[src/rtl/led_spin_engine.sv]
// Rotating LED pattern engine: a base-tick prescaler and a speed-scaled step counter
// drive an 8-position pointer rendered as dot, fill, bounce or pair patterns.
module led_spin_engine #(
    parameter int unsigned TICK_DIV = 1000
) (
    input  logic       clk,
    input  logic       rst_n,
    input  logic       ena,
    input  logic [3:0] speed,
    input  logic       dir,
    input  logic [1:0] mode,
    input  logic       pause,
    input  logic       step_req,
    output logic [7:0] led,
    output logic [2:0] pos,
    output logic       step_strobe
);

    localparam logic [15:0] TICK_LAST = 16'(TICK_DIV - 1);

    localparam logic [1:0] MODE_DOT    = 2'b00;
    localparam logic [1:0] MODE_FILL   = 2'b01;
    localparam logic [1:0] MODE_BOUNCE = 2'b10;
    localparam logic [1:0] MODE_PAIR   = 2'b11;

    logic [15:0] presc_q;
    logic [3:0]  step_cnt_q;
    logic        phase_q;
    logic        bdir_q;
    logic [1:0]  mode_q;

    logic        base_tick;
    logic        auto_adv;
    logic        advance;
    logic        mode_chg;
    logic        bdir_entry;
    logic        bdir_eff;
    logic        phase_base;
    logic [2:0]  pos_nxt;
    logic        bdir_nxt;
    logic        phase_nxt;
    logic [7:0]  led_nxt;

    function automatic logic [7:0] led_pattern(input logic [1:0] m, input logic [2:0] p,
                                               input logic ph);
        logic [7:0] therm;
        logic [7:0] pat;
        therm = 8'hFF >> (3'd7 - p);
        pat   = 8'h01 << p;
        case (m)
            MODE_FILL: pat = ph ? ~therm : therm;
            MODE_PAIR: pat = (8'h01 << p) | (8'h01 << 3'(p + 3'd1));
            default:   pat = 8'h01 << p;
        endcase
        return pat;
    endfunction

    always_comb begin
        base_tick  = !pause && (presc_q == TICK_LAST);
        // ">=" lets a speed lowered below the running count fire on the next tick
        auto_adv   = base_tick && (step_cnt_q >= speed);
        advance    = ena && (pause ? step_req : auto_adv);
        mode_chg   = (mode != mode_q);

        // Entering bounce: follow dir, but never start pointing off the end of the bar
        bdir_entry = dir;
        if (pos == 3'd7 && dir)
            bdir_entry = 1'b0;
        else if (pos == 3'd0 && !dir)
            bdir_entry = 1'b1;
        bdir_eff   = (mode_chg && mode == MODE_BOUNCE) ? bdir_entry : bdir_q;
        phase_base = mode_chg ? 1'b0 : phase_q;

        pos_nxt    = pos;
        bdir_nxt   = bdir_eff;
        phase_nxt  = phase_base;

        if (advance) begin
            if (mode == MODE_BOUNCE) begin
                pos_nxt = bdir_eff ? pos + 3'd1 : pos - 3'd1;
                if (bdir_eff && pos_nxt == 3'd7)
                    bdir_nxt = 1'b0;
                else if (!bdir_eff && pos_nxt == 3'd0)
                    bdir_nxt = 1'b1;
            end else begin
                pos_nxt = dir ? pos + 3'd1 : pos - 3'd1;
                if (mode == MODE_FILL && ((dir && pos == 3'd7) || (!dir && pos == 3'd0)))
                    phase_nxt = ~phase_base;
            end
        end

        led_nxt = led_pattern(mode, pos_nxt, phase_nxt);
    end

    always_ff @(posedge clk) begin
        if (!rst_n) begin
            presc_q     <= 16'd0;
            step_cnt_q  <= 4'd0;
            pos         <= 3'd0;
            phase_q     <= 1'b0;
            bdir_q      <= 1'b1;
            mode_q      <= MODE_DOT;
            led         <= 8'h01;
            step_strobe <= 1'b0;
        end else if (ena) begin
            if (!pause) begin
                presc_q <= base_tick ? 16'd0 : 16'(presc_q + 16'd1);
                if (base_tick)
                    step_cnt_q <= auto_adv ? 4'd0 : 4'(step_cnt_q + 4'd1);
            end
            pos         <= pos_nxt;
            phase_q     <= phase_nxt;
            bdir_q      <= bdir_nxt;
            mode_q      <= mode;
            led         <= led_nxt;
            step_strobe <= advance;
        end else begin
            step_strobe <= 1'b0;
        end
    end

endmodule
[config.mk]
export PLATFORM = sky130hd
export DESIGN_NAME = led_spin_engine
export DESIGN_NICKNAME = d
export VERILOG_FILES = /design/src/rtl/led_spin_engine.sv
export SDC_FILE = /design/constraint.sdc
export NUM_CORES = 1
export LEC_CHECK = 0
export BUFFER_PORTS_ARGS = -buffer_cell sky130_fd_sc_hd__buf_4
export CORE_UTILIZATION = 60
export CTS_BUF_LIST = sky130_fd_sc_hd__clkbuf_8
export CTS_CLUSTER_SIZE = 30
export DETAILED_ROUTE_END_ITERATION = 16
export PLACE_DENSITY = 0.78
export SLEW_MARGIN = 30
export SYNTH_ARGS = -nofsm -noshare
export SYNTH_HDL_FRONTEND = slang
export SYNTH_SLANG_ARGS = --single-unit
[constraint.sdc]
create_clock -name clk -period 5.6 [get_ports clk]
set_input_delay 0.28 -clock clk [delete_from_list [all_inputs] [get_ports clk]]
set_output_delay 0.28 -clock clk [all_outputs]
set_load 0.05 [all_outputs]
==> results of run 1 <==
==> report_power, final <==
group	total, mW	leakage (nW)	switching (mW)	internal, mW
combinational	0.129	0.675	0.0822	0.0469
clock	0.185	0.0479	0.0982	0.0867
sequential	0.272	0.293	0.00771	0.264
total	0.586	1.02	0.188	0.398
==> cell usage after synthesis (3+ instances only) <==
master	n	area [um^2]
a31oi_1	4	25.0
mux2i_1	7	70.1
xnor2_1	9	78.8
nor3_1	9	45.0
inv_1	12	45.0
o21ai_0	16	80.1
nand4_1	4	25.0
a211oi_1	3	22.5
nand2b_1	6	37.5
nand3_1	13	65.1
ha_1	14	175
a21oi_1	10	50.1
nand2_1	19	71.3
nor2_1	37	139
xor2_1	13	114
dfxtp_1	36	721
clkbuf_1	5	18.8
==> worst paths after layout <==
| path | slack, ns | endpoint | from |
|---|---|---|---|
| setup / recovery | 2.33 | led[1] | pos[0] |
| hold / removal | 0.30 | led[1] | rst_n |
| setup reg to reg | 2.33 | led[1] | pos[0] |
| hold reg to reg | 0.49 | led[7] | led[7] |
==> final cells by class <==
cell class | instances | share of cell area (%)
Clock inverter | 3 | 0.745
Multi-Input combinational cell | 210 | 56.6
Tap cell | 46 | 2.28
Inverter | 14 | 2.18
Clock buffer | 5 | 2.73
Sequential cell | 36 | 28.6
Timing Repair Buffer | 23 | 6.85
==> worst max-delay path, stage by stage (launching register included) <==
cell and delay, ns:
dfxtp_1 0.40, inv_1 0.18, ha_1 0.16, or3b_1 0.40
and3_4 0.18, o21ai_4 0.18, xnor2_1 0.15, mux2i_2 0.41
nor2_1 0.17, ha_1 0.36, nand2_1 0.12, nor3_1 0.06
a211oi_1 0.27, a31oi_1 0.11
==> layer usage <==
metal / global-route usage [%] / share of wire, % / vias to the layer above
li1: - / - / 996
met1: 35.8 / 48 / 924
met2: 43.8 / 45 / 69
met3: 5.43 / 5.4 / 6
met4: 10.5 / 1.4 / 0
met5: 0 / 0 / -
==> flip-flops by register name, indices dropped and copies added, names as in the netlist <==
signal and flops:
pos 3, step_strobe 1, phase_q 1, mode_q 2
presc_q 16, led 8, bdir_q 1, step_cnt_q 4
==> cells in the final DEF, fill, tap and decap left out, types with 3 or more instances in the layout <==
| cell | n |
|---|---|
| a211oi_1 | 3 |
| a21oi_1 | 10 |
| a31oi_1 | 4 |
| buf_4 | 23 |
| clkbuf_8 | 5 |
| dfxtp_1 | 36 |
| ha_1 | 14 |
| inv_1 | 12 |
| mux2i_1 | 7 |
| nand2_1 | 19 |
| nand2b_1 | 6 |
| nand3_1 | 13 |
| nand4_1 | 4 |
| nor2_1 | 37 |
| nor3_1 | 9 |
| o21ai_0 | 16 |
| xnor2_1 | 9 |
| xor2_1 | 13 |
==> metrics by stage <==
stage | utilization [%] | hold slack (ns) | setup WS, ns | area [um^2]
floorplan | - | 0.461 | 2.39 | 2250
global placement | 70.1 | 0.469 | 2.47 | 2430
detailed placement | 70.1 | 0.475 | 2.38 | 2430
CTS | 72.7 | 0.294 | 2.35 | 2520
global route | 72.7 | 0.323 | 2.07 | 2520
finish | 72.7 | 0.302 | 2.33 | 2520
==> logic make-up (layout without fill, tap and decap cells) <==
family	Yosys count	in the layout	share of synthesized area (%)
XOR/XNOR	23	23	9.29
adder cells (fa/ha/maj)	14	14	7.79
flip-flops	36	36	32.0
buffers and inverters	24	45	4.56
AO/OA/AOI/OAI	53	53	16.1
AND/OR/NAND/NOR	110	110	25.5
multiplexers	10	10	4.73
==> results.md, run 1 <==
- Status: completed
- Final Instance Count excl. Fillers: 337
- Critical path endpoint category: flip-flop
- Hold Path Class: in2reg
- Relative slew margins: a little under three fifths
- Port bufs: 23
- Pin count of the biggest net entering global routing: 17
- Startpoint types: flip-flop
- Num CTS Buffers: 5
- Leakage: ~1.0 nW
- Syn-to-layout area delta: 12.0%
- Number of synthesized flops with an enable pin: 0
- Post-route total power: ~0.6 mW
- Final setup TNS: 0 ns
- Yosys warns: 0
- FF-to-FF path depth: 13
- Register area share after synthesis: 32.0%
- Fraction of registers with async set/reset: 0%
- Number of global-route vias before repair: approximately 1900
- Syn Std Cell Area: 2250 um^2
- Hold path depth: 3
- Sink Count: 36
- Critical path fanouts, max: 8
- Final Hold Viols: 0
- All-Layer GR Usage: 27.3%
- Antenna Nets Post-Route: 0
- Synthesized Nets: 296
- Ys flop type: dfxtp_1
- # fillers: 298
- Critical path class: reg2reg
- Clock root cell: clkbuf_8
- Share of cells above drive strength 1: ~16%
- Fin crit share: roughly three fifths
- # placed instances: 329
- Max Root-Sink Buffers: 2
- # setup viols final: 0
- Syn_area_per_cell: 8.33 um^2
- # hold bufs at CTS: 0
- Post-Syn Instances: 270
- WL final: about 5000 um
- Final min period: ~3.3 ns
- Rows: 21
- Antenna cell count: 0
- # resized after CTS: 0
- Footprint of the multi-input gates: 1430 um^2
- Die width: approximately 63 um
- Fmax: approximately 310 MHz
- Netlist cell types: 59
- Pins Over Slew Limit: 0
- Gpl congestion: approximately 0.9
- Die height: ~63 um
- Register Area: 721 um^2
- Via count: 1995
- Overflow after GRT: 0
- Full die area: about 4000 um^2
- Critical Path RT: 5.77 ns
- Initial antenna violation count: 0
- Peak VDD IR: 0.225 mV
- Clock Pin Slew Worst Setup and Hold Paths: about 0.080 ns
- Number of remaining DRC errors: 0
- Ports: 24
- Nets: around 320
- Worst skew pair latency: roughly 0.29 ns
- Initial DRT Pass Iterations: 4
- Slew @ Worst Pin: between 0.6 and 0.7 ns
- Arrival time worst endpoint: around 3.5 ns
- First-pass GRT wire length: between 8000 and 9000 um
- H-tree levels: 2
- Core area: about 3500 um^2
- Initial Utilization: roughly two thirds
- DR WL/cell: around 15 um
- Setup Fix Bufs, Post-CTS: 0
- Hpwl dp: ~3500 um
- # Max-Cap Violations: 0
- Drt initial violations: roughly 130
- Unrepaired setup endpoints after global routing: false
- Power Dens Cells: 233 nW/um^2
- CTS tree: built
- Vias per inst: between 5 and 6
- FF+latch count, synth: 36
- Clk_skew: about 0.0055 ns
Note: power is estimated with default switching activity, not from simulation.
==> run 2, diff against run 1 <==
--- a/config.mk
+++ b/config.mk
@@ -5,6 +5,7 @@
 export SDC_FILE = /design/constraint.sdc
 export NUM_CORES = 1
 export LEC_CHECK = 0
+export ABC_AREA = 1
 export BUFFER_PORTS_ARGS = -buffer_cell sky130_fd_sc_hd__buf_4
 export CORE_UTILIZATION = 60
 export CTS_BUF_LIST = sky130_fd_sc_hd__clkbuf_8
==> constraint.sdc (replaced) <==
create_clock -name clk -period 3.25 [get_ports clk]
set_input_delay 0.1625 -clock clk [delete_from_list [all_inputs] [get_ports clk]]
set_output_delay 0.1625 -clock clk [all_outputs]
set_load 0.05 [all_outputs]
==> results.md, run 2 <==
- Ports: 24
- Core area: between 3000 and 4000 um^2
- Register name with the most flops: presc_q
- Final Hold Slack: about 0.17 ns
- H-tree levels: 2
- FF-to-FF path depth: 19
- Setup Fix Bufs, Post-CTS: 0
- Synth top cells by count: nand2_1 (95), inv_1 (42), nor2_1 (37)
- Fin crit share: 89.8%
- Yosys warns: 0
- Power Dens Cells: roughly 370 nW/um^2
- FF+latch count, synth: 36
- Startpoint types: flip-flop
- Reg-to-Reg End: led[5]
- Overflow after GRT: 0
- WL final: between 5000 and 6000 um
- Status: completed
- Fmax: approximately 340 MHz
- First-pass GRT wire length: 9100 um
- Final Instance Count excl. Fillers: 443
- Clk_skew: around 0.0096 ns
- Final worst setup slack: between 0.3 and 0.4 ns
- Final min period: about 3 ns
- Cell area after layout: between 2000 and 3000 um^2
- Relative slew margins: 66.8%
- Number of global-route vias before repair: between 2000 and 2500
- Hpwl dp: between 3000 and 4000 um
- Post-DP Area: roughly 2600 um^2
- FF-to-FF setup slack: roughly 0.33 ns
- Final Hold Viols: 0
- Ys flop type: dfxtp_1
- Critical path class: reg2reg
- Antenna Nets Post-Route: 0
- Num CTS Buffers: 5
- Clock Pin Slew Worst Setup and Hold Paths: 0.07 ns
- Vias per inst: approximately 5.4
- Max reg flops: 16
- Worst skew pair latency: 0.30 ns
- Post-route total power: 0.991 mW
- Syn-to-layout area delta: 11.4%
- Layout Utilization: slightly above 70%
- Arrival time worst endpoint: roughly 3.2 ns
- Number of synthesized flops with an enable pin: 0
- Initial Utilization: a little under two thirds
- CTS tree: built
- Clock root cell: clkbuf_8
- Port bufs: 23
- # Max-Cap Violations: 0
- Slew @ Worst Pin: between 0.4 and 0.5 ns
- Cell taking the most area after synthesis: dfxtp_1
- Critical path endpoint category: flip-flop
- # placed instances: between 400 and 500
- Die height: ~65 um
- All-Layer GR Usage: ~28%
- Setup slack at placement: about 0.36 ns
- Initial antenna violation count: 0
- Drt initial violations: 236
- Gpl congestion: roughly 0.98
- # setup viols final: 0
- Hold endpoint: mode_q[1]
- Most common cell after layout, fill and taps aside: nand2_1
- Netlist cell types: 31
- Final setup TNS: 0 ns
- Top cells by area, synth: dfxtp_1 (30%), nand2_1 (15%), nand3_1 (7.6%)
- Critical path fanouts, max: 11
- Pin count of the biggest net entering global routing: 22
- Number of remaining DRC errors: 0
- Sink Count: 36
- Initial DRT Pass Iterations: 5
- Nets: 421
- Reg-to-Reg Start: step_cnt_q[1]
- Most common cell in the netlist: nand2_1
- Die width: ~65 um
- Via count: 2382
- Max Root-Sink Buffers: 2
- Share of cells above drive strength 1: between 10% and 20%
- Biggest regs: presc_q (16), led (8), step_cnt_q (4)
- Syn_area_per_cell: roughly 6.4 um^2
- Fraction of registers with async set/reset: 0%
- Antenna cell count: 0
- Footprint of the multi-input gates: 1430 um^2
- Pins Over Slew Limit: 0
- Full die area: between 4000 and 5000 um^2
- DR WL/cell: about 12 um
- HP Start: mode[1]
- # resized after CTS: 0
- # hold bufs at CTS: 0
- Peak VDD IR: 0.321 mV
- # fillers: 338
- Hold Path Class: in2reg
- Syn Std Cell Area: ~2400 um^2
- Register Area: just over 700 um^2
- Critical Path RT: between 3 and 4 ns
- Register area share after synthesis: between 30% and 40%
- Commonest cells after routing, fill and taps aside: nand2_1 (95), inv_1 (43), nor2_1 (37)
- Post-Syn Instances: ~370
- Area share of the largest cell type after synthesis: 30.2%
- Unrepaired setup endpoints after global routing: false
- Leakage: around 1.3 nW
- Synthesized Nets: just under 400
- Hold path depth: 3
- Rows: 22
==> run 2: cell types whose count changed in the layout (fill, tap and decap cells not counted), sizes merged, moves of 3 or more <==
cell	delta
a21oi	+15
a31oi	-4
and3	-3
inv	+40
mux2i	-8
nand2	+83
nand2b	-6
nand3	+24
nand4	+3
nor2	+6
nor3	-3
nor4b	-3
xnor2	-7
xor2	-10
==> run 2: power by group <==
part           switching (mW)  total, mW  internal [mW]  leakage [nW]
logic                   0.150      0.222         0.0719         0.952
registers              0.0112      0.468          0.457         0.294
clock network           0.158      0.301          0.143        0.0452
total                   0.320      0.991          0.671          1.29
==> run 2: worst max-delay path: stages, from the launching register on <==
cell	delay (ns)
dfxtp_1	0.36
ha_1	0.31
inv_1	0.04
o21bai_1	0.11
nand2_1	0.06
nand3_1	0.14
nand2_2	0.10
nand2_1	0.12
nand2_2	0.13
nand2_1	0.09
nand2_1	0.24
nor2_2	0.28
ha_1	0.29
nor2_1	0.17
nand4_1	0.12
nand2_1	0.09
nand2_1	0.05
nand3_1	0.07
nand2_1	0.05
inv_1	0.04
==> run 2: kinds of logic after synthesis <==
logic type / share of synthesized area [%]
AOI/OAI and AO/OA: 13.2
xor gates and xnor gates: 2.21
adders and majority gates: 7.35
buffers and inverters: 9.92
DFF: 30.2
and+or+nand+nor: 37.1
==> run 2: area by class of cell <==
class	count	area share [%]
Tap cell	48	2.26
Clock buffer	5	2.59
Sequential cell	36	27.1
Inverter	53	7.49
Timing Repair Buffer	23	6.50
Multi-Input combinational cell	276	53.7
Clock inverter	2	0.330
==> run 2: worst max-delay path by stage <==
stage / slack, ns / startpoint / cells after the start / endpoint
CTS: 0.33 / step_cnt_q[1] / 19 / led[5]
global placement: 0.43 / step_cnt_q[1] / 20 / led[1]
floorplan: 0.53 / pos[0] / 22 / led[1]
global route: 0.03 / presc_q[0] / 20 / led[1]
detailed placement: 0.36 / step_cnt_q[1] / 19 / led[5]
finish: 0.33 / step_cnt_q[1] / 19 / led[5]
==> run 2: routing by layer <==
| layer | up-vias | track usage [%] | part of all wire, % |
|---|---|---|---|
| met2 | 81 | 44.5 | 43 |
| met5 | - | 0 | 0 |
| met1 | 1043 | 37.1 | 50 |
| li1 | 1250 | - | - |
| met4 | 0 | 10.3 | 1.6 |
| met3 | 8 | 4.93 | 5.7 |
